### src/rtl/mem_stage_lsu_pkg.sv
// Shared constants for the memory-access stage: funct3 codes, FSM states and the access-size decode.
`ifndef DATA_WIDTH
`define DATA_WIDTH 32
`endif

package mem_stage_lsu_pkg;

  localparam logic [2:0] F3_B  = 3'b000;
  localparam logic [2:0] F3_H  = 3'b001;
  localparam logic [2:0] F3_W  = 3'b010;
  localparam logic [2:0] F3_BU = 3'b100;
  localparam logic [2:0] F3_HU = 3'b101;

  typedef enum logic [1:0] {
    LSU_IDLE = 2'd0,
    LSU_REQ  = 2'd1,
    LSU_WAIT = 2'd2,
    LSU_DONE = 2'd3
  } lsu_state_e;

  typedef enum logic [1:0] {
    SZ_B = 2'd0,
    SZ_H = 2'd1,
    SZ_W = 2'd2
  } lsu_size_e;

  // Stores have no unsigned variants, so BU/HU codes fall back to word width there.
  function automatic lsu_size_e access_size(input logic [2:0] f3, input logic is_store);
    lsu_size_e sz;
    case (f3)
      F3_B:    sz = SZ_B;
      F3_H:    sz = SZ_H;
      F3_BU:   sz = is_store ? SZ_W : SZ_B;
      F3_HU:   sz = is_store ? SZ_W : SZ_H;
      default: sz = SZ_W;
    endcase
    return sz;
  endfunction

endpackage

### src/rtl/mem_stage_lsu_load_align.sv
// Combinational load extractor: shifts the bus word to the addressed lane and sign/zero-extends it.
module lsu_load_align
  import mem_stage_lsu_pkg::*;
#(
  parameter int DATA_WIDTH = `DATA_WIDTH
) (
  input  logic [DATA_WIDTH-1:0] word_i,
  input  logic [1:0]            offset_i,
  input  logic [2:0]            funct3_i,
  output logic [DATA_WIDTH-1:0] result_o
);

  logic [DATA_WIDTH-1:0] shifted_s;

  // Lane shift then extension by access type
  always_comb begin
    shifted_s = word_i >> {offset_i, 3'b000};
    result_o  = shifted_s;
    case (funct3_i)
      F3_B:    result_o = {{(DATA_WIDTH-8){shifted_s[7]}}, shifted_s[7:0]};
      F3_BU:   result_o = {{(DATA_WIDTH-8){1'b0}}, shifted_s[7:0]};
      F3_H:    result_o = {{(DATA_WIDTH-16){shifted_s[15]}}, shifted_s[15:0]};
      F3_HU:   result_o = {{(DATA_WIDTH-16){1'b0}}, shifted_s[15:0]};
      default: result_o = shifted_s;
    endcase
  end

endmodule

### src/rtl/mem_stage_lsu.sv
// MEM stage load/store unit driving a req/gnt/rvalid data bus and stalling the pipeline while busy.
// Optional LSU_MISALIGN_TRAP_EN: misaligned accesses raise mem_misalign instead of being address-masked.
module mem_stage_lsu
  import mem_stage_lsu_pkg::*;
#(
  parameter int DATA_WIDTH = `DATA_WIDTH,
  parameter int ADDR_WIDTH = 32
) (
  input  logic                  clk,
  input  logic                  rst,
  input  logic                  in_valid,
  input  logic                  in_mem_read,
  input  logic                  in_mem_write,
  input  logic [2:0]            in_funct3,
  input  logic [ADDR_WIDTH-1:0] in_addr,
  input  logic [DATA_WIDTH-1:0] in_wdata,
  output logic                  dmem_req,
  output logic                  dmem_we,
  output logic [ADDR_WIDTH-1:0] dmem_addr,
  output logic [DATA_WIDTH-1:0] dmem_wdata,
  output logic [3:0]            dmem_wstrb,
  input  logic                  dmem_gnt,
  input  logic                  dmem_rvalid,
  input  logic [DATA_WIDTH-1:0] dmem_rdata,
  output logic [DATA_WIDTH-1:0] mem_rdata,
  output logic                  mem_stall,
  output logic                  mem_misalign
);

  lsu_state_e            state_q, state_d;
  logic [ADDR_WIDTH-1:0] addr_q, addr_d;
  logic [DATA_WIDTH-1:0] wdata_q, wdata_d;
  logic [3:0]            wstrb_q, wstrb_d;
  logic                  we_q, we_d;
  logic [2:0]            funct3_q, funct3_d;
  logic [1:0]            off_q, off_d;
  logic [DATA_WIDTH-1:0] rdata_q, rdata_d;

  logic                  access_s;
  logic                  is_store_s;
  lsu_size_e             size_s;
  logic [1:0]            off_s;
  logic [3:0]            strb_s;
  logic [DATA_WIDTH-1:0] wrep_s;
  logic                  trap_s;
  logic                  stall_s;
  logic                  misalign_s;
  logic [DATA_WIDTH-1:0] align_s;

  assign access_s   = in_valid & (in_mem_read | in_mem_write);
  assign is_store_s = in_mem_write & ~in_mem_read;
  assign size_s     = access_size(in_funct3, is_store_s);

`ifdef LSU_MISALIGN_TRAP_EN
  assign trap_s = ((size_s == SZ_H) & in_addr[0]) |
                  ((size_s == SZ_W) & (in_addr[1:0] != 2'b00));
`else
  assign trap_s = 1'b0;
`endif

  // Lane offset with low bits below the access size masked, plus strobes and replicated store data
  always_comb begin
    off_s  = 2'b00;
    strb_s = 4'b1111;
    wrep_s = in_wdata;
    case (size_s)
      SZ_B: begin
        off_s  = in_addr[1:0];
        strb_s = 4'b0001 << in_addr[1:0];
        wrep_s = {4{in_wdata[7:0]}};
      end
      SZ_H: begin
        off_s  = {in_addr[1], 1'b0};
        strb_s = 4'b0011 << {in_addr[1], 1'b0};
        wrep_s = {2{in_wdata[15:0]}};
      end
      default: begin
        off_s  = 2'b00;
        strb_s = 4'b1111;
        wrep_s = in_wdata;
      end
    endcase
  end

  lsu_load_align #(.DATA_WIDTH(DATA_WIDTH)) u_align (
    .word_i   (dmem_rdata),
    .offset_i (off_q),
    .funct3_i (funct3_q),
    .result_o (align_s)
  );

  // Next-state and stall/trap decode
  always_comb begin
    state_d    = state_q;
    addr_d     = addr_q;
    wdata_d    = wdata_q;
    wstrb_d    = wstrb_q;
    we_d       = we_q;
    funct3_d   = funct3_q;
    off_d      = off_q;
    rdata_d    = rdata_q;
    stall_s    = 1'b0;
    misalign_s = 1'b0;
    case (state_q)
      LSU_IDLE: begin
        if (access_s && trap_s) begin
          misalign_s = 1'b1;
        end else if (access_s) begin
          stall_s  = 1'b1;
          addr_d   = {in_addr[ADDR_WIDTH-1:2], 2'b00};
          wdata_d  = wrep_s;
          wstrb_d  = is_store_s ? strb_s : 4'b0000;
          we_d     = is_store_s;
          funct3_d = in_funct3;
          off_d    = off_s;
          state_d  = LSU_REQ;
        end else begin
          state_d = LSU_IDLE;
        end
      end
      LSU_REQ: begin
        stall_s = 1'b1;
        if (dmem_gnt) begin
          state_d = we_q ? LSU_DONE : LSU_WAIT;
        end else begin
          state_d = LSU_REQ;
        end
      end
      LSU_WAIT: begin
        stall_s = 1'b1;
        if (dmem_rvalid) begin
          rdata_d = align_s;
          state_d = LSU_DONE;
        end else begin
          state_d = LSU_WAIT;
        end
      end
      LSU_DONE: begin
        state_d = LSU_IDLE;
      end
      default: begin
        state_d = LSU_IDLE;
      end
    endcase
  end

  // State and latched bus fields
  always_ff @(posedge clk) begin
    if (rst) begin
      state_q  <= LSU_IDLE;
      addr_q   <= {ADDR_WIDTH{1'b0}};
      wdata_q  <= {DATA_WIDTH{1'b0}};
      wstrb_q  <= 4'b0000;
      we_q     <= 1'b0;
      funct3_q <= 3'b000;
      off_q    <= 2'b00;
      rdata_q  <= {DATA_WIDTH{1'b0}};
    end else begin
      state_q  <= state_d;
      addr_q   <= addr_d;
      wdata_q  <= wdata_d;
      wstrb_q  <= wstrb_d;
      we_q     <= we_d;
      funct3_q <= funct3_d;
      off_q    <= off_d;
      rdata_q  <= rdata_d;
    end
  end

  // Reset masks the request and stall in the same cycle it is raised
  assign dmem_req     = (state_q == LSU_REQ) & ~rst;
  assign dmem_we      = we_q;
  assign dmem_addr    = addr_q;
  assign dmem_wdata   = wdata_q;
  assign dmem_wstrb   = wstrb_q;
  assign mem_rdata    = rdata_q;
  assign mem_stall    = stall_s & ~rst;
  assign mem_misalign = misalign_s & ~rst;

endmodule

### config.mk
export PLATFORM = sky130hd
export DESIGN_NAME = mem_stage_lsu
export DESIGN_NICKNAME = d
export VERILOG_FILES = /design/src/rtl/mem_stage_lsu_pkg.sv /design/src/rtl/mem_stage_lsu_load_align.sv /design/src/rtl/mem_stage_lsu.sv
export SDC_FILE = /design/constraint.sdc
export NUM_CORES = 1
export LEC_CHECK = 0
export ABC_AREA = 0
export CAP_MARGIN = 20
export CELL_PAD_IN_SITES_DETAIL_PLACEMENT = 1
export CELL_PAD_IN_SITES_GLOBAL_PLACEMENT = 1
export CORE_AREA = 2 2 137 139
export CTS_CLUSTER_SIZE = 8
export DETAILED_ROUTE_END_ITERATION = 6
export DIE_AREA = 0 0 139 141
export PLACE_DENSITY = 0.83
export SYNTH_ARGS = -nofsm -noshare
export SYNTH_HDL_FRONTEND = slang
export SYNTH_HIERARCHICAL = 1
export SYNTH_SLANG_ARGS = --single-unit
### constraint.sdc
create_clock -name clk -period 1.85 [get_ports clk]
set_clock_uncertainty 0.15 [all_clocks]
set_input_delay 0.4625 -clock clk [delete_from_list [all_inputs] [get_ports clk]]
set_output_delay 0.4625 -clock clk [all_outputs]
set_load 0.01 [all_outputs]
==> impl_metrics.py, run 1 <==
metrics = {
    "synth": {
        "synth_edf_count": 0,
        "syn_area_um2": 4840,
        "synth_cells": 626,
        "yosysTopAreaCell": "dfxtp_1",
        "yosys_warnings": 6,
        "yosys-top-cells-area": "dfxtp_1 44%, nand2_1 13%, a21oi_1 9.1%",
        "ys_ff_latch": 106,
        "synth_area_per_cell_um2": 7.73,
        "async_flop_share_pct": 0,
        "synth_cell_types": 42,
        "seq_area_frac_synth_pct": 43.8,
        "synth_top_area_share_pct": 43.8,
        "synthFlopType": "dfxtp_1",
    },
    "final_layout": {
        "final_nets": 965,
        "antennaDiodeCount": 0,
        "syn2layout_area_growth_pct": 59.7,
        "final_cell_mix": "170 x nand2_1, 103 x dfxtp_1, 98 x dlygate4sd2_1",
        "fin_util_pct": 42.3,
        "final_common_cell": "nand2_1",
        "final_area_um2": 7730,
        "layout-drive-gt1-share_pct": 12.3,
        "final_cells": 1093,
    },
    "sta": {
        "slew_viol_final": 0,
        "tns_ns": -2.01,
        "finalHoldViolCount": 0,
        "min_period_over_period_pct": 111,
        "period_needed_ns": 2.06,
        "grt_setup_unrepaired": "true",
        "fmax_ghz": 0.486,
        "worst_pin_slew_ns": 0.768,
        "fin_ws_ns": -0.206,
        "setup_viol": 33,
        "slew_headroom_pct": 48.8,
    },
    "global_routing": {
        "grt_pass1_vias": 5407,
        "use_met2_pct": 31.0,
        "grt.busiest_layer": "met2",
        "grt_usage_pct": 18.5,
        "grt_first_pass_wirelength_um": 29000,
        "antenna_found_initial": 0,
        "grt_use_met3_pct": 4.93,
        "grt_max_degree": 75,
        "gr-total-overflow": 0,
        "grtUsageMet1_pct": 23.0,
    },
    "floorplanning": {
        "std_cell_rows": 50,
        "core_area_um2": 18300,
        "initial_core_util_pct": 26.5,
        "ios": 210,
        "die_w_um": 139,
        "die_area_um2": 19600,
        "fp.dieH_um": 141,
    },
    "run_status": {
        "status": "finished with violations",
        "violations": "negative setup slack",
    },
    "critical_path": {
        "cp-end-kind": "output pin",
        "worst-setup-path-type": "flop to output pin",
        "cp.arrival_ns": 1.44,
        "worstSetupStartpointType": "flop",
        "reg2reg_depth": 6,
        "worstPathMaxFanout": 2,
        "worst_ep_required_time_ns": 1.24,
    },
    "routing": {
        "dr.pass1.iters": 4,
        "drc": 0,
        "route.vias.total": 5306,
        "routedWlPerCell_um": 16.9,
        "wl_um": 18500,
        "drt-initial-drc-count": 200,
        "drt-vias-per-instance": 4.85,
        "antenna_left": 0,
    },
    "clock_network": {
        "cts_tree": "built",
        "clk_pin_slew_worst_paths_ns": 0.08,
        "clockRootBuffer": "clkbuf_16",
        "cts_made_buffers": 9,
        "htree_num_levels": 3,
        "clock-sinks": 106,
        "clockBufferDepth": 2,
        "ctsHoldBuffers": 0,
        "worstSkewPairLatency_ns": 0.35,
    },
    "placement": {
        "placed_cells": 1071,
        "io_buffers": 206,
        "place.gp.congestion": 0.783,
        "dp_hpwl_um": 13500,
        "dpl_cell_area_um2": 7450,
    },
    "pwr": {
        "p_per_area_nw_per_um2": 724,
        "power_mw": 5.60,
        "p_leak_nw": 3.30,
        "vdd_drop_max_v": 0.000417,
    },
    "hold_path": {
        "holdCritStartpoint": "dmem_addr[9]",
        "hold_path_depth": 2,
        "hp-class": "flop to flop",
    },
    "flow_run": {
        "maxCapViolCount": 0,
    },
}
## area by class of cell
type,count,area [um2]
Fill cell,2227,10500
Timing Repair Buffer,269,2520
Multi-Input combinational cell,463,2490
Sequential cell,106,2130
Tap cell,234,293
Clock buffer,10,229
Clock inverter,6,47.5
Inverter,5,18.8
## worst max-delay path: stages (launching register included)
cell and delay (ns):
dfxtp_2 0.33, inv_2 0.07, ha_4 0.15, o211a_4 0.17, nor2_2 0.04, nor3_2 0.17
buf_2 0.16
## registers in the layout, indices dropped and copies added, names as in the netlist, named ones only
register    cells
dmem_addr      30
dmem_wdata     32
dmem_we         1
dmem_wstrb      4
funct3_q        3
mem_rdata      32
off_q           2
state_q         1
## synth_stat cells, drive strengths merged (4+ instances only)
library cell	number
a211oi	22
a21oi	88
a311oi	17
a31oi	8
buf	35
clkbuf	19
dfxtp	106
ha	5
inv	4
mux2i	20
nand2	170
nand3	17
nor2	46
nor2b	10
o211ai	4
o21ai	34
## final timing paths
check | endpoint | slack, ns
max | mem_stall | -0.21
min | dmem_addr[9] | 0.30
min reg2reg | dmem_addr[9] | 0.30
max reg2reg | dmem_wdata[17] | -0.11
## timing repair
action                                  4_1_cts  5_1_grt
setup buffers                                 3        2
endpoints found under the setup margin      185       98
pin swaps                                     5        3
gates resized for setup                     113       19
cloned                                        0        1
## layer usage
metal	up-vias	share of wire (%)
met2	183	47
met3	25	7.3
li1	2597	-
met1	2501	44
met5	-	0
met4	0	2.1
## per-stage QoR
| step | setup WS [ns] | hold WS, ns |
|---|---|---|
| after floorplan | 0.00730 | 0.279 |
| after global placement | -0.669 | 0.292 |
| after detailed placement | -0.760 | 0.299 |
| after CTS | -0.265 | 0.306 |
| after global routing | -0.273 | 0.322 |
| final | -0.206 | 0.304 |
## cells by family after synthesis
logic type | count (synthesis) | share of synthesized area [%]
other | 1 | 0.0775
AO/OA/AOI/OAI | 178 | 22.2
adder cells (fa/ha/maj) | 5 | 1.29
AND/OR/NAND/NOR | 257 | 22.2
multiplexers | 20 | 4.14
flip-flops | 106 | 43.8
buffers and inverters | 59 | 6.23
## power breakdown
part | switching [mW] | internal [mW]
clock | 0.921 | 0.930
combinational | 0.630 | 0.643
sequential | 0.0716 | 2.40
total | 1.62 | 3.98
Power figures use the tool's default switching activity.
==> run 2, diff against run 1 <==
Clock period 1.85 ns to 1.7 ns, I/O delays scaled along.
==> impl_metrics.py, run 2 (synthesized netlist as in run 1, its figures left out) <==
metrics = {
    "routing": {
        "antenna_left": 0,
        "drt-vias-per-instance": 4.98,
        "routedWlPerCell_um": 18.3,
        "route.vias.total": 5510,
        "wl_met2_um": 9970,
        "drc": 0,
        "wl_met3_um": 1430,
        "met1Wirelength_um": 8520,
        "top_layer": "met4",
        "dr.pass1.iters": 6,
        "wl_um": 20300,
        "drt-initial-drc-count": 255,
    },
    "floorplanning": {
        "die_w_um": 139,
        "core_area_um2": 18300,
        "ios": 210,
        "die_area_um2": 19600,
        "initial_core_util_pct": 26.5,
        "fp.dieH_um": 141,
        "std_cell_rows": 50,
    },
    "pwr": {
        "power_mw": 6.50,
        "vdd_drop_max_v": 0.000463,
        "p_leak_nw": 3.39,
        "p_per_area_nw_per_um2": 788,
    },
    "run_status": {
        "violations": "negative setup slack",
        "status": "finished with violations",
    },
    "sta": {
        "worst_pin_slew_ns": 0.563,
        "tns_ns": -1.41,
        "fmax_ghz": 0.522,
        "slew_headroom_pct": 62.5,
        "fin_ws_ns": -0.217,
        "setup_viol": 25,
        "slew_viol_final": 0,
        "finalHoldWorstSlack_ns": 0.303,
        "finalHoldViolCount": 0,
        "min_period_over_period_pct": 113,
        "grt_setup_unrepaired": "true",
        "period_needed_ns": 1.92,
    },
    "global_routing": {
        "grt_max_degree": 48,
        "grt_pass1_vias": 5474,
        "grt_usage_pct": 19.1,
        "gr-total-overflow": 0,
        "antenna_found_initial": 1,
        "grt_first_pass_wirelength_um": 29900,
    },
    "placement": {
        "io_buffers": 206,
        "placed_cells": 1076,
        "dp_slack_ns": -0.744,
        "place.gp.congestion": 0.803,
        "dp_hpwl_um": 13700,
    },
    "final_layout": {
        "syn2layout_area_growth_pct": 70.6,
        "final_nets": 977,
        "fillers": 2169,
        "multi_input_area_um2": 2790,
        "final_cell_mix": "157 x nand2_1, 107 x dlygate4sd2_1, 102 x dfxtp_1",
        "seq_area_um2": 2130,
        "layout-drive-gt1-share_pct": 20.3,
        "final_common_cell": "nand2_1",
        "final_cells": 1107,
    },
    "clock_network": {
        "cts_made_buffers": 9,
        "clock-sinks": 106,
        "cts_tree": "built",
        "ctsHoldBuffers": 0,
        "clockBufferDepth": 2,
        "htree_num_levels": 3,
        "clockRootBuffer": "clkbuf_16",
        "worstSkewPairLatency_ns": 0.35,
        "clk_pin_slew_worst_paths_ns": 0.08,
    },
    "hold_path": {
        "whs_endpoint": "mem_rdata[11]",
        "hp-class": "flop to flop",
        "hold_path_depth": 2,
        "holdCritStartpoint": "mem_rdata[11]",
    },
    "critical_path": {
        "cp.arrival_ns": 1.34,
        "cp-end-kind": "output pin",
        "r2r_start": "off_q[0]",
        "worstPathMaxFanout": 2,
        "slowest_delay_ns": 0.33,
        "r2r_end": "mem_rdata[13]",
        "crit_path_cell_trace": "inv_2, ha_4, o211a_4, nor2_4, nor3_4, buf_2",
        "reg2reg_depth": 8,
        "worstSetupStartpointType": "flop",
        "critPathSlowestCell": "dfxtp_2",
        "worst_ep_required_time_ns": 1.12,
        "ff2ff_setup_slack_ns": -0.11,
        "worst-setup-path-type": "flop to output pin",
    },
    "flow_run": {
        "maxCapViolCount": 0,
    },
}
run 2: power by group:
part           switching, mW  internal (mW)
registers             0.0771           2.62
logic                  0.785          0.787
clock network           1.07           1.17
total                   1.93           4.58
run 2: cell type report:
type,instances,area share (%)
inverters,5,0.227
clock inverters,7,1.00
flip-flops and latches,106,25.8
diodes,2,0.0606
multi-input cells,463,33.8
well taps,234,3.55
clock buffers,9,2.73
repair buffers,281,32.8
run 2: repair_timing:
| action | in CTS | in global routing |
|---|---|---|
| endpoints found under the setup margin | 196 | 58 |
| buffers inserted | 6 | 4 |
| pin swaps | 9 | 35 |
| resized for setup | 144 | 72 |
| gates cloned | 2 | 3 |
run 2: critical path, delay by kind of cell (launching register included):
| family | cells | cell delay (ns) |
|---|---|---|
| DFF | 1 | 0.33 |
| AOI/OAI and AO/OA | 1 | 0.17 |
| buffers and inverters | 2 | 0.21 |
| adders and majority gates | 1 | 0.15 |
| and+or+nand+nor | 2 | 0.12 |
run 2: how the worst max path moves through the flow:
| stage | start | endpoint | slack, ns |
|---|---|---|---|
| detailed placement | in_mem_write | dmem_wdata[19] | -0.74 |
| floorplan | state_q[0] | mem_stall | -0.05 |
| CTS | state_q[0] | mem_stall | -0.25 |
| global route | flop | mem_stall | -0.29 |
| finish | flop | mem_stall | -0.22 |
| global placement | in_mem_write | mem_stall | -0.73 |
run 2: stage by stage:
| stage | cell area, um2 | util (%) |
|---|---|---|
| after floorplan | 4890 | - |
| after global placement | 7520 | 41.2 |
| after detailed placement | 7520 | 41.2 |
| after CTS | 7880 | 43.1 |
| after global routing | 8250 | 45.2 |
| final | 8250 | 45.2 |
run 2: layer usage:
metal,global-route usage [%],vias up
met5,0,-
met4,4.52,0
met3,5.84,27
met2,32.1,184
met1,24.0,2677
li1,-,2622
